## src/rtl/pipe_pkg.sv

```systemverilog
// ---------------------------------------------------------------------------
// pipe_pkg
// Shared definitions for the elastic pipeline register slice.
//   - pipe_state_e : occupancy state encoding (EMPTY / ONE / FULL)
//   - PIPE_WIDTH_DEFAULT, PIPE_STALL_CNT_W_DEFAULT : default parameter values
//   - pipe_cap_left : number of free word slots for a given state
// ---------------------------------------------------------------------------
package pipe_pkg;

  localparam int PIPE_WIDTH_DEFAULT       = 32;
  localparam int PIPE_STALL_CNT_W_DEFAULT = 16;

  // Occupancy of the main/skid register pair. 2'd3 is never entered.
  typedef enum logic [1:0] {
    ST_EMPTY = 2'd0,
    ST_ONE   = 2'd1,
    ST_FULL  = 2'd2
  } pipe_state_e;

  // Free slots remaining in a given state; an illegal encoding reports none.
  function automatic logic [1:0] pipe_cap_left(input pipe_state_e st);
    logic [1:0] cap;
    case (st)
      ST_EMPTY: cap = 2'd2;
      ST_ONE:   cap = 2'd1;
      ST_FULL:  cap = 2'd0;
      default:  cap = 2'd0;
    endcase
    return cap;
  endfunction

endpackage

```

## src/rtl/pipe_stall_counter.sv

```systemverilog
// ---------------------------------------------------------------------------
// pipe_stall_counter
// Saturating event counter: counts clock edges on which inc is high and
// sticks at all-ones instead of wrapping.
// Ports:
//   clk   - rising-edge clock
//   rst_n - asynchronous active-low reset (count returns to 0)
//   inc   - count this edge
//   cnt   - current count, W bits, registered
// ---------------------------------------------------------------------------
module pipe_stall_counter
  import pipe_pkg::*;
#(
  parameter int W = PIPE_STALL_CNT_W_DEFAULT
) (
  input  logic         clk,
  input  logic         rst_n,
  input  logic         inc,
  output logic [W-1:0] cnt
);

  logic [W-1:0] cnt_r;
  logic         at_max_s;

  assign at_max_s = (cnt_r == {W{1'b1}});

  // Count enabled edges, holding at the maximum value.
  always_ff @(posedge clk or negedge rst_n) begin
    if (!rst_n) begin
      cnt_r <= '0;
    end else if (inc && !at_max_s) begin
      cnt_r <= cnt_r + W'(1);
    end else begin
      cnt_r <= cnt_r;
    end
  end

  assign cnt = cnt_r;

endmodule

```

## src/rtl/pipe_skid_reg.sv

```systemverilog
// ---------------------------------------------------------------------------
// pipe_skid_reg
// Elastic two-entry pipeline register (main + skid) with valid/ready on both
// sides. in_ready comes straight from a flop, so out_ready never reaches
// in_ready combinationally; the skid register catches the word that was
// already in flight when downstream stalled.
//
// Optional feature (macro PIPE_SKID_STALL_CNT_EN): adds the stall_cnt output,
// a saturating count of edges with out_valid=1 and out_ready=0.
//
// Ports:
//   clk       - rising-edge clock
//   rst_n     - asynchronous active-low reset; discards all held words
//   in_data   - word from upstream (WIDTH bits)
//   in_valid  - upstream word present
//   in_ready  - block can accept a word this cycle (registered)
//   out_data  - word to downstream, always the main register
//   out_valid - out_data valid (registered)
//   out_ready - downstream accepts this cycle
//   stall_cnt - stall cycle count (only with PIPE_SKID_STALL_CNT_EN)
// ---------------------------------------------------------------------------
module pipe_skid_reg
  import pipe_pkg::*;
#(
  parameter int WIDTH       = PIPE_WIDTH_DEFAULT,
  parameter int STALL_CNT_W = PIPE_STALL_CNT_W_DEFAULT
) (
  input  logic                   clk,
  input  logic                   rst_n,
  input  logic [WIDTH-1:0]       in_data,
  input  logic                   in_valid,
  output logic                   in_ready,
  output logic [WIDTH-1:0]       out_data,
  output logic                   out_valid,
  input  logic                   out_ready
`ifdef PIPE_SKID_STALL_CNT_EN
  ,
  output logic [STALL_CNT_W-1:0] stall_cnt
`endif
);

  // Reject degenerate configurations at elaboration time.
  if (WIDTH < 1 || STALL_CNT_W < 2) begin : g_param_check
    $error("pipe_skid_reg: WIDTH must be >= 1 and STALL_CNT_W >= 2");
  end

  pipe_state_e      state_r;
  logic [WIDTH-1:0] main_r;
  logic [WIDTH-1:0] skid_r;
  logic             in_ready_r;
  logic             out_valid_r;
  logic             in_xfer_s;
  logic             out_xfer_s;

  assign in_xfer_s  = in_valid & in_ready_r;
  assign out_xfer_s = out_valid_r & out_ready;

  // Occupancy FSM with data registers and registered handshake outputs.
  // Data registers only load on an actual transfer, so X on an idle
  // in_data can never reach out_data.
  always_ff @(posedge clk or negedge rst_n) begin
    if (!rst_n) begin
      state_r     <= ST_EMPTY;
      main_r      <= '0;
      skid_r      <= '0;
      in_ready_r  <= 1'b1;
      out_valid_r <= 1'b0;
    end else begin
      case (state_r)
        ST_EMPTY: begin
          if (in_xfer_s) begin
            main_r      <= in_data;
            state_r     <= ST_ONE;
            in_ready_r  <= 1'b1;
            out_valid_r <= 1'b1;
          end else begin
            state_r     <= ST_EMPTY;
          end
        end
        ST_ONE: begin
          if (in_xfer_s && out_xfer_s) begin
            // Pass-through: new word replaces the one leaving.
            main_r      <= in_data;
            state_r     <= ST_ONE;
          end else if (in_xfer_s) begin
            // Downstream stalled while a word arrived: park it in skid.
            skid_r      <= in_data;
            state_r     <= ST_FULL;
            in_ready_r  <= 1'b0;
          end else if (out_xfer_s) begin
            state_r     <= ST_EMPTY;
            out_valid_r <= 1'b0;
          end else begin
            state_r     <= ST_ONE;
          end
        end
        ST_FULL: begin
          // in_ready is low here, so only the drain case exists.
          if (out_xfer_s) begin
            main_r      <= skid_r;
            state_r     <= ST_ONE;
            in_ready_r  <= 1'b1;
          end else begin
            state_r     <= ST_FULL;
          end
        end
        default: begin
          // Unreachable encoding: recover to a clean empty slice.
          state_r     <= ST_EMPTY;
          main_r      <= '0;
          skid_r      <= '0;
          in_ready_r  <= 1'b1;
          out_valid_r <= 1'b0;
        end
      endcase
    end
  end

  assign in_ready  = in_ready_r;
  assign out_valid = out_valid_r;
  assign out_data  = main_r;

`ifdef PIPE_SKID_STALL_CNT_EN
  logic stall_s;

  assign stall_s = out_valid_r & ~out_ready;

  pipe_stall_counter #(
    .W (STALL_CNT_W)
  ) u_stall_counter (
    .clk   (clk),
    .rst_n (rst_n),
    .inc   (stall_s),
    .cnt   (stall_cnt)
  );
`endif

endmodule

```

## config.mk

```make
export PLATFORM = sky130hd
export DESIGN_NAME = pipe_skid_reg
export DESIGN_NICKNAME = d
export VERILOG_FILES = /design/src/rtl/pipe_pkg.sv /design/src/rtl/pipe_stall_counter.sv /design/src/rtl/pipe_skid_reg.sv
export SDC_FILE = /design/constraint.sdc
export NUM_CORES = 1
export LEC_CHECK = 0
export ABC_AREA = 1
export CAP_MARGIN = 20
export CORE_ASPECT_RATIO = 1.5
export CORE_MARGIN = 5
export CORE_UTILIZATION = 57
export CTS_CLUSTER_DIAMETER = 80
export DETAILED_ROUTE_END_ITERATION = 6
export DONT_BUFFER_PORTS = 1
export PLACE_DENSITY = 0.83
export SETUP_SLACK_MARGIN = 0.3
export SYNTH_ARGS = -nofsm -noshare
export SYNTH_HDL_FRONTEND = slang
export SYNTH_HIERARCHICAL = 1
export SYNTH_SLANG_ARGS = --single-unit
export TNS_END_PERCENT = 30
```

## constraint.sdc

```tcl
create_clock -name clk -period 1.55 [get_ports clk]
set_input_delay 0.3875 -clock clk [delete_from_list [all_inputs] [get_ports clk]]
set_output_delay 0.3875 -clock clk [all_outputs]
set_load 0.01 [all_outputs]
```

[Word-level counts from Yosys, hierarchy flattened]
Cells that the tools add are included.
Operators by class
  equality and inequality tests: 9
  multiplexer cells: 21
  bitwise logic cells: 4
  reduce and logical (&&, ||, !) cells: 7
Operators by type and width (count)
  $mux 32: 4
  $pmux 32 s3: 1
  $pmux 32 s2: 1
  $ne 2x2->1 const B: 7
  $mux 1: 9
  $mux 2: 3
  $pmux 1 s3: 2
  $pmux 2 s3: 1
  $reduce_and 3->1: 2
  $reduce_and 5->1: 1
  $reduce_and 4->1: 1
  $and 1x1->1: 2
  $eq 2x1->1 const B: 1
  $eq 2x2->1 const B: 1
  $logic_not 2->1: 1
  $not 1->1: 2
  $reduce_or 2->1: 1
  $logic_and 1x1->1: 1
Storage, ports and cells
  register bits: 68
  input port bits: 36
  output and inout bits: 34
  logic and storage cells: 46

[Longest topological paths before layout]
Gate-level depths: netlist of run 1.
  depth in word-level cells: 5
  gate-level depth with buffers: 9
  depth with buffers taken out: 8

[Least setup slack after synthesis of run 1]
Ideal clock, no wire load.
  path kind: flip-flop to flip-flop
  start: register in_ready_r (netlist: in_ready)
  end: register main_r[10] (netlist: out_data[10])
  setup time: 0.066 ns
  arrival: 1.565 ns
  required time: 1.484 ns
  setup slack: -0.080 ns
  cell stages (with the launch flop): 9
  buffers on the path: 1
  period minus slack after synthesis: 1.630 ns
  cells stage by stage: dfstp_2 -> nand2_1 -> inv_1 -> ha_1 -> inv_1 -> nand3_2 -> clkbuf_1 -> nand4_1 -> nand2_1
Between the ends
  longest elaborated chain between the ends: 4
  elaborated cells on any way between the ends: 5
  those cells by class: eq/ne: 2; bitwise: 1; reduce/logical: 2
RTL lines
  start, declared: line pipe_skid_reg.sv:50  | logic in_ready_r;
  start signal, assigned: line pipe_skid_reg.sv:66  | in_ready_r <= 1'b1;
  start signal, assigned: line pipe_skid_reg.sv:74  | in_ready_r <= 1'b1;
  start signal, assigned: line pipe_skid_reg.sv:89  | in_ready_r <= 1'b0;
  $and 1x1->1 *: line pipe_skid_reg.sv:55  | assign in_xfer_s = in_valid & in_ready_r;
  $logic_and 1x1->1: line pipe_skid_reg.sv:81  | if (in_xfer_s && out_xfer_s) begin
  $ne 2x2->1 (no source line)
  $reduce_and 3->1 (no source line) *
  end signal, assigned: line pipe_skid_reg.sv:72  | main_r <= in_data;
  end signal, assigned: line pipe_skid_reg.sv:83  | main_r <= in_data;
  end signal, assigned: line pipe_skid_reg.sv:100  | main_r <= skid_r;
  end, declared: line pipe_skid_reg.sv:48  | logic [WIDTH-1:0] main_r;
Every way passes the cells marked *; elsewhere a longest branch is shown, timed or not.
A chain may end at the register's enable or synchronous reset.

[Final worst setup path of run 1]
  start: register in_ready_r (netlist: in_ready)
  end: register skid_r[1]
Between the ends
  longest elaborated chain between the ends: 4
  elaborated cells on any way between the ends: 5
  those cells by class: eq/ne: 2; bitwise: 1; reduce/logical: 2
RTL lines
  $and 1x1->1 *: line pipe_skid_reg.sv:55
  $logic_and 1x1->1: line pipe_skid_reg.sv:81
  $ne 2x2->1 (no source line)
  $reduce_and 3->1 (no source line) *
  end signal, assigned: line pipe_skid_reg.sv:87  | skid_r <= in_data;
  end, declared: line pipe_skid_reg.sv:49  | logic [WIDTH-1:0] skid_r;
Marked as above.

==> results of run 1 <==
cells in the final DEF, fill, tap and decap left out, types with 4 or more instances in the layout:
cell type,count
buf_12,6
buf_6,5
nand2_1,160
nand4_1,65
buf_4,15
dfrtp_1,66
nand3_2,4
nand3_1,64
nand2_2,9
clkbuf_8,12
path summary, 6_finish.rpt:
check	endpoint	slack (ns)	from
setup / recovery	skid_r[1]	0.05	in_ready
hold / removal	out_data[2]	-0.28	rst_n
setup reg to reg	skid_r[1]	0.05	in_ready
hold reg to reg	skid_r[10]	0.50	skid_r[10]
max in group asynchronous	in_ready	1.60	rst_n
min in group clk	skid_r[0]	0.18	in_data[0]
flip-flops by register name, indices dropped and copies added, names as in the netlist:
signal	cells
in_ready	1
out_data	32
out_valid	1
skid_r	32
state_r	2
layout make-up:
type / count / area (um^2) / share of cell area
Timing Repair Buffer: 28 / 331.6 / 0.08456
Inverter: 5 / 23.77 / 0.006063
Clock inverter: 4 / 70.07 / 0.01787
Multi-Input combinational cell: 312 / 1536 / 0.3918
Sequential cell: 68 / 1704 / 0.4346
Tap cell: 72 / 90.09 / 0.02297
Clock buffer: 12 / 165.2 / 0.04212
what timing repair did:
action | 4_1_cts | 5_1_grt
hold endpoints to repair | 68 | 68
gates resized for setup | 9 | 16
pin swaps | 0 | 3
buffers inserted | 3 | 0
setup endpoints to repair | 69 | 69
cloned | 1 | 0
synthesized netlist by cell type (2+ instances only):
master	instances
clkbuf_1	13
buf_4	8
dfrtp_1	67
inv_1	3
nor2_2	2
buf_2	18
nand2_1	169
nand3_2	3
nand4_1	65
nand3_1	67
inv_2	2
layer usage:
| metal | vias to the layer above | track usage |
|---|---|---|
| li1 | 1444 | - |
| met1 | 1494 | 0.3260 |
| met2 | 154 | 0.4193 |
| met3 | 23 | 0.07930 |
| met4 | 0 | 0.1108 |
| met5 | - | 0 |
cells by family after synthesis:
family,synth area share
simple gates,0.4225
compound gates,0.005920
buf+inv,0.06438
flops,0.5035
fa+ha+maj,0.003699
where the power goes:
| part | internal [mW] | switching (mW) |
|---|---|---|
| Combinational | 0.0210 | 0.0254 |
| Sequential | 1.77 | 0 |
| Clock | 1.03 | 0.658 |
stage by stage:
stage	TNS (ns)	area, um^2	setup slack, ns	std cells
floorplan	0	3440	0.1209	424
global placement	0	3558	0.08821	481
detailed placement	0	3558	0.05267	481
CTS	0	3866	0.06689	501
global route	-0.1157	3921	-0.02728	501
finish	0	3921	0.04842	501
critical path: stages (launching register included):
cell and delay, ns:
dfstp_2 0.56, nand2_4 0.07, buf_4 0.15, nor2_4 0.17, nand2_2 0.10, buf_12 0.17, nand3_1 0.09, nand2_1 0.07
==> report_table.html, run 1 <==
<table>
<tr><th>Metric</th><th>Value</th></tr>
<tr><th colspan="2">Drt</th></tr>
<tr><td>Detailed-route vias per instance</td><td>approximately 6.2</td></tr>
<tr><td>Wl on met1</td><td>around 3300 um</td></tr>
<tr><td>Drc violations</td><td>0</td></tr>
<tr><td>Highest routed layer</td><td>met4</td></tr>
<tr><td>Number of DRC markers after the initial detailed-route iteration</td><td>roughly 470</td></tr>
<tr><td>Post-Route WL</td><td>9303 um</td></tr>
<tr><td>Final routed wire length divided by cell count</td><td>about 19 um</td></tr>
<tr><td>Total met2 wirelength after detailed routing</td><td>between 4000 and 5000 um</td></tr>
<tr><td>TritonRoute pass-1 iters</td><td>4</td></tr>
<tr><td>Post-route ant nets</td><td>0</td></tr>
<tr><td>Detailed-route via count</td><td>~3100</td></tr>
<tr><td>Routed length on met3</td><td>872 um</td></tr>
<tr><th colspan="2">Timing</th></tr>
<tr><td>Setup repair after global routing missed its margin</td><td>yes</td></tr>
<tr><td>Final hold slack</td><td>-0.2764 ns</td></tr>
<tr><td>Worst Skew</td><td>0.01209 ns</td></tr>
<tr><td>Maximum achievable frequency</td><td>around 670 MHz</td></tr>
<tr><td>Final-report hold violation count</td><td>68</td></tr>
<tr><td>Final critical-path required period</td><td>around 1.5 ns</td></tr>
<tr><td>Setup violations, final</td><td>0</td></tr>
<tr><td>Period Utilization, post-route</td><td>0.9688</td></tr>
<tr><td>Number of max-slew violations in the final report</td><td>0</td></tr>
<tr><td>Headroom to the max-slew limit</td><td>0.8191</td></tr>
<tr><td>Slew @ Worst Pin</td><td>approximately 0.27 ns</td></tr>
<tr><th colspan="2">Synthesis</th></tr>
<tr><td>Biggest area consumer among synthesized cells</td><td>dfrtp_1</td></tr>
<tr><td>Count of mapped cells out of synthesis</td><td>between 400 and 500</td></tr>
<tr><td>Yosys reg bits</td><td>68</td></tr>
<tr><td>Synthesis warning total</td><td>6</td></tr>
<tr><td>Yosys cell types</td><td>18</td></tr>
<tr><td>Avg Cell Area, Syn</td><td>~8 um^2</td></tr>
<tr><td>Top area cells in the synthesized netlist</td><td>dfrtp_1 50%, nand2_1 19%, nand4_1 12%</td></tr>
<tr><td>Portion of synthesized cell area occupied by the leading cell type</td><td>0.4957</td></tr>
<tr><td>Fraction of registers with async set/reset</td><td>1.000</td></tr>
<tr><td>Primary FF master, synth</td><td>dfrtp_1</td></tr>
<tr><td>Cell area after synthesis</td><td>~3400 um^2</td></tr>
<tr><td>EDFF count, synth</td><td>0</td></tr>
<tr><td>Synthesized Nets</td><td>between 400 and 500</td></tr>
<tr><td>Sequential-to-total area share from yosys stat</td><td>0.5035</td></tr>
<tr><th colspan="2">Clocking</th></tr>
<tr><td>Buffer levels on the longest clock path</td><td>2</td></tr>
<tr><td>Clock-pin slew of the registers on the worst-case setup and hold paths</td><td>0.08 ns</td></tr>
<tr><td>Buffer type at the clock tree root</td><td>clkbuf_8</td></tr>
<tr><td>Depth of the CTS H-tree</td><td>3</td></tr>
<tr><td>Clock tree from TritonCTS</td><td>built</td></tr>
<tr><td>Clock latency at the later pin of the worst-skew pair</td><td>around 0.35 ns</td></tr>
<tr><td>Cts bufs inserted</td><td>9</td></tr>
<tr><td>CTS sink cnt</td><td>roughly 70</td></tr>
<tr><th colspan="2">Worst setup path</th></tr>
<tr><td>Worst Path Max Fanout</td><td>23</td></tr>
<tr><td>CP Class</td><td>flop to flop</td></tr>
<tr><td>Kind of launch point of the worst setup path</td><td>flop</td></tr>
<tr><td>Nature of the critical path endpoint</td><td>flop</td></tr>
<tr><td>Critical path arrival</td><td>1.74 ns</td></tr>
<tr><td>Endpoint required time on the critical path</td><td>between 1.5 and 2 ns</td></tr>
<tr><td>Number of cells on the worst reg-to-reg path</td><td>7</td></tr>
<tr><th colspan="2">Global routing</th></tr>
<tr><td>Total gr overflow</td><td>0</td></tr>
<tr><td>Pin count of the biggest net entering global routing</td><td>69</td></tr>
<tr><td>Antenna violations before repair</td><td>0</td></tr>
<tr><td>Global-route usage over all layers</td><td>0.2633</td></tr>
<tr><td>Number of global-route vias before repair</td><td>between 3000 and 4000</td></tr>
<tr><td>Global-route wire length before repair</td><td>roughly 16000 um</td></tr>
<tr><th colspan="2">Floorplan</th></tr>
<tr><td>Floorplan die height</td><td>104.3 um</td></tr>
<tr><td>Standard-cell rows</td><td>34</td></tr>
<tr><td>Initial cell density of the core</td><td>0.5846</td></tr>
<tr><td>X dimension of the die</td><td>roughly 73 um</td></tr>
<tr><td>Top-level I/O count</td><td>70</td></tr>
<tr><td>Overall die area</td><td>7606 um^2</td></tr>
<tr><td>Core area</td><td>approximately 5800 um^2</td></tr>
<tr><th colspan="2">Finish</th></tr>
<tr><td>Fraction of layout instances using a drive strength above 1</td><td>0.1632</td></tr>
<tr><td>Synth-to-layout area growth</td><td>15.95%</td></tr>
<tr><td>Layout Nets</td><td>approximately 460</td></tr>
<tr><td>Count of fill cells added during filler insertion</td><td>471</td></tr>
<tr><td>Layout Utilization</td><td>0.6778</td></tr>
<tr><td>Antenna diodes</td><td>0</td></tr>
<tr><th colspan="2">Status</th></tr>
<tr><td>Violated checks</td><td>negative hold slack</td></tr>
<tr><td>Status</td><td>finished with violations</td></tr>
<tr><th colspan="2">Power</th></tr>
<tr><td>Overall power</td><td>between 3 and 4 mW</td></tr>
<tr><td>Largest voltage drop on the vdd net</td><td>0.6942 mV</td></tr>
<tr><td>Power per cell area</td><td>about 900 nW/um^2</td></tr>
<tr><td>Leakage power</td><td>1.977 nW</td></tr>
<tr><th colspan="2">Place</th></tr>
<tr><td>Count of input and output buffers</td><td>0</td></tr>
<tr><td>Routability-driven placement congestion ratio</td><td>about 0.8</td></tr>
<tr><td>Detailed placer's ending HPWL</td><td>just under 6000 um</td></tr>
<tr><th colspan="2">Flow run</th></tr>
<tr><td>MaxCap Viol Count</td><td>0</td></tr>
<tr><th colspan="2">Worst hold path</th></tr>
<tr><td>HP Class</td><td>input port to async pin</td></tr>
</table>
Note: power is estimated with default switching activity, not from simulation.
==> run 2: changes to the inputs <==
Settings changed: CORE_MARGIN 5 to 1.
==> run 2 against run 1 <==
  * The run ends with design-rule violations, negative hold slack, negative setup slack left
  * Power decreased by 0.83%
  * Sequential cell count unchanged
  * Non-clock buffer count up 15
  * Final cell count rose by 3.0%
  * Setup slack got worse by 0.060 ns
  * Global-route usage rose by 4.6 points
  * Critical endpoint is now out_data[19]
  * Combinational power shrank 2%
==> report_table.html, run 2 (synthesized netlist as in run 1, its figures left out) <==
<table>
<tr><th>Metric</th><th>Value</th></tr>
<tr><th colspan="2">Place</th></tr>
<tr><td>Detailed placer's ending HPWL</td><td>5496 um (-6.9%)</td></tr>
<tr><td>Count of input and output buffers</td><td>0 (unchanged)</td></tr>
<tr><td>Post-placement setup slack</td><td>0.03974 ns (-0.01294 ns)</td></tr>
<tr><td>Routability-driven placement congestion ratio</td><td>0.8172 (+2.0%)</td></tr>
<tr><th colspan="2">Flow run</th></tr>
<tr><td>MaxCap Viol Count</td><td>0 (unchanged)</td></tr>
<tr><th colspan="2">Floorplan</th></tr>
<tr><td>Floorplan die height</td><td>96.34 um (-7.7%)</td></tr>
<tr><td>Top-level I/O count</td><td>70 (unchanged)</td></tr>
<tr><td>Overall die area</td><td>6252 um^2 (-18%)</td></tr>
<tr><td>Core area</td><td>5743 um^2 (-0.74%)</td></tr>
<tr><td>Initial cell density of the core</td><td>0.5889 (+0.004330)</td></tr>
<tr><td>Standard-cell rows</td><td>34 (unchanged)</td></tr>
<tr><td>X dimension of the die</td><td>64.90 um (-11%)</td></tr>
<tr><th colspan="2">Worst setup path</th></tr>
<tr><td>Worst Path Max Fanout</td><td>5 (-78%)</td></tr>
<tr><td>Critical path arrival</td><td>1.80 ns (+0.06 ns)</td></tr>
<tr><td>Nature of the critical path endpoint</td><td>flop</td></tr>
<tr><td>Kind of launch point of the worst setup path</td><td>flop</td></tr>
<tr><td>CP Class</td><td>flop to flop</td></tr>
<tr><td>Number of cells on the worst reg-to-reg path</td><td>9 (+2)</td></tr>
<tr><td>Endpoint required time on the critical path</td><td>1.79 ns (about the same)</td></tr>
<tr><th colspan="2">Clocking</th></tr>
<tr><td>Clock tree from TritonCTS</td><td>built</td></tr>
<tr><td>Cts bufs inserted</td><td>9 (unchanged)</td></tr>
<tr><td>Clock latency at the later pin of the worst-skew pair</td><td>0.36 ns (about the same)</td></tr>
<tr><td>Depth of the CTS H-tree</td><td>3 (unchanged)</td></tr>
<tr><td>Clock-pin slew of the registers on the worst-case setup and hold paths</td><td>0.08 ns (about the same)</td></tr>
<tr><td>Buffer type at the clock tree root</td><td>clkbuf_8</td></tr>
<tr><td>Buffer levels on the longest clock path</td><td>2 (unchanged)</td></tr>
<tr><td>CTS sink cnt</td><td>68 (unchanged)</td></tr>
<tr><th colspan="2">Drt</th></tr>
<tr><td>Post-Route WL</td><td>9986 um (+7.3%)</td></tr>
<tr><td>Detailed-route vias per instance</td><td>6.459 (+3.9%)</td></tr>
<tr><td>TritonRoute pass-1 iters</td><td>7 (+3)</td></tr>
<tr><td>Detailed-route via count</td><td>3333 (+7.0%)</td></tr>
<tr><td>Final routed wire length divided by cell count</td><td>19.35 um (+4.2%)</td></tr>
<tr><td>Drc violations</td><td>1 (+1)</td></tr>
<tr><td>Number of DRC markers after the initial detailed-route iteration</td><td>420 (-11%)</td></tr>
<tr><td>Post-route ant nets</td><td>0 (unchanged)</td></tr>
<tr><th colspan="2">Finish</th></tr>
<tr><td>Fraction of layout instances using a drive strength above 1</td><td>0.2140 (+0.05079)</td></tr>
<tr><td>Commonest non-fill, non-tap cells in the layout</td><td>153 x nand2_1, 67 x dfrtp_1, 65 x nand4_1</td></tr>
<tr><td>Synth-to-layout area growth</td><td>23.57%</td></tr>
<tr><td>Layout Nets</td><td>476 (+3.3%)</td></tr>
<tr><td>Count of fill cells added during filler insertion</td><td>404 (-14%)</td></tr>
<tr><td>Commonest non-fill, non-tap cell in the layout</td><td>nand2_1</td></tr>
<tr><td>Antenna diodes</td><td>0 (unchanged)</td></tr>
<tr><th colspan="2">Timing</th></tr>
<tr><td>Number of max-slew violations in the final report</td><td>0 (unchanged)</td></tr>
<tr><td>Setup violations, final</td><td>5 (+5)</td></tr>
<tr><td>Final hold slack</td><td>-0.2862 ns (-0.009836 ns)</td></tr>
<tr><td>Worst Skew</td><td>0.01204 ns (-0.00004750 ns)</td></tr>
<tr><td>Setup repair after global routing missed its margin</td><td>yes</td></tr>
<tr><td>Slew @ Worst Pin</td><td>0.3423 ns (+0.07089 ns)</td></tr>
<tr><td>Final-report hold violation count</td><td>68 (unchanged)</td></tr>
<tr><td>Maximum achievable frequency</td><td>640.2 MHz (-3.9%)</td></tr>
<tr><td>Least setup slack across all paths after layout</td><td>-0.01203 ns (-0.06045 ns)</td></tr>
<tr><td>Period Utilization, post-route</td><td>1.008 (+0.03900)</td></tr>
<tr><td>Final critical-path required period</td><td>1.562 ns (+0.06045 ns)</td></tr>
<tr><td>Headroom to the max-slew limit</td><td>0.7718 (-0.04726)</td></tr>
<tr><th colspan="2">Status</th></tr>
<tr><td>Violated checks</td><td>design-rule violations, negative hold slack, negative setup slack</td></tr>
<tr><td>Status</td><td>finished with violations</td></tr>
<tr><th colspan="2">Global routing</th></tr>
<tr><td>Met3 GRT Util</td><td>0.09953 (+0.02022)</td></tr>
<tr><td>Global-route wire length before repair</td><td>14350 um (-9.8%)</td></tr>
<tr><td>Number of global-route vias before repair</td><td>3039 (-2.3%)</td></tr>
<tr><td>Met2 track demand over resource</td><td>0.5260 (+0.1068)</td></tr>
<tr><td>Most congested layer reported by global routing</td><td>met2</td></tr>
<tr><td>Met1 layer usage reported by global route</td><td>0.3426 (+0.01657)</td></tr>
<tr><td>Global-route usage over all layers</td><td>0.3093 (+0.04608)</td></tr>
<tr><td>Pin count of the biggest net entering global routing</td><td>69 (unchanged)</td></tr>
<tr><td>Total gr overflow</td><td>0 (unchanged)</td></tr>
<tr><td>Antenna violations before repair</td><td>0 (unchanged)</td></tr>
<tr><th colspan="2">Power</th></tr>
<tr><td>Power per cell area</td><td>833.1 nW/um^2 (-6.9%)</td></tr>
<tr><td>Largest voltage drop on the vdd net</td><td>0.6231 mV (-10%)</td></tr>
<tr><td>Leakage power</td><td>2.087 nW (+5.6%)</td></tr>
<tr><th colspan="2">Worst hold path</th></tr>
<tr><td>HP Class</td><td>input port to async pin</td></tr>
</table>
## run 2: power breakdown
part           leakage (nW)  switching [mW]  internal [mW]  total [mW]
clock network         0.116           0.714          0.949        1.66
logic                  1.20          0.0250         0.0207      0.0457
registers             0.774               0           1.77        1.77
## run 2: metal layers
layer  share of wire  routed length (um)  up-vias
met3           0.088                 877       35
met1            0.36                3566     1600
met5               0                   0        -
met4           0.040                 399        0
met2            0.52                5143      209
li1                -                   -     1489
## run 2: what timing repair did
item                                   in CTS  in global routing
gates resized for setup                    18                 31
endpoints found under the hold margin      68                 68
setup endpoints to repair                  68                 69
pin swaps                                   4                 13
setup buffers                               6                  4
cloned                                      3                  4
## run 2: worst max-delay path: stages (launching register included)
cell and delay (ns):
dfstp_2 0.57, nand2_4 0.07, inv_4 0.06, ha_4 0.16
inv_4 0.04, nand3_4 0.07, nand3_4 0.16, buf_6 0.19
nand2_2 0.07, nand2_2 0.06
## run 2: cell type report
| cell class | instances | area (um^2) | area share |
|---|---|---|---|
| Inverter | 5 | 23.77 | 0.005689 |
| Sequential cell | 68 | 1703 | 0.4075 |
| Clock buffer | 10 | 137.6 | 0.03293 |
| Multi-Input combinational cell | 312 | 1594 | 0.3814 |
| Tap cell | 72 | 90.09 | 0.02156 |
| Timing Repair Buffer | 43 | 543.0 | 0.1299 |
| Clock inverter | 6 | 87.58 | 0.02096 |
## run 2: stage by stage
stage          std cells   TNS, ns    util  area [um^2]  power (mW)
2_1_floorplan        424         0       -         3440       1.845
3_3_place_gp         483         0  0.6179         3548       1.851
3_5_place_dp         483         0  0.6179         3548       1.852
4_1_cts              508         0  0.6867         3944       3.475
5_1_grt              516    -1.465  0.7277         4179       3.576
6_report             516  -0.02057  0.7277         4179       3.482
## run 2: path summary, 6_finish.rpt
path	from	end	slack (ns)
max	in_ready	out_data[19]	-0.01
min	rst_n	out_data[9]	-0.29
max reg2reg	in_ready	out_data[19]	-0.01
min reg2reg	skid_r[16]	skid_r[16]	0.50
max in group asynchronous	rst_n	in_ready	1.62
min in group clk	in_data[23]	skid_r[23]	0.17
==> run 3: changes to the inputs <==
Settings changed: SYNTH_HIERARCHICAL 1 to unset.
==> results of run 3 <==
The final DEF is identical to that of run 2; final timing and power are the same.
Among the figures that moved: Yosys warning count 6 -> 0
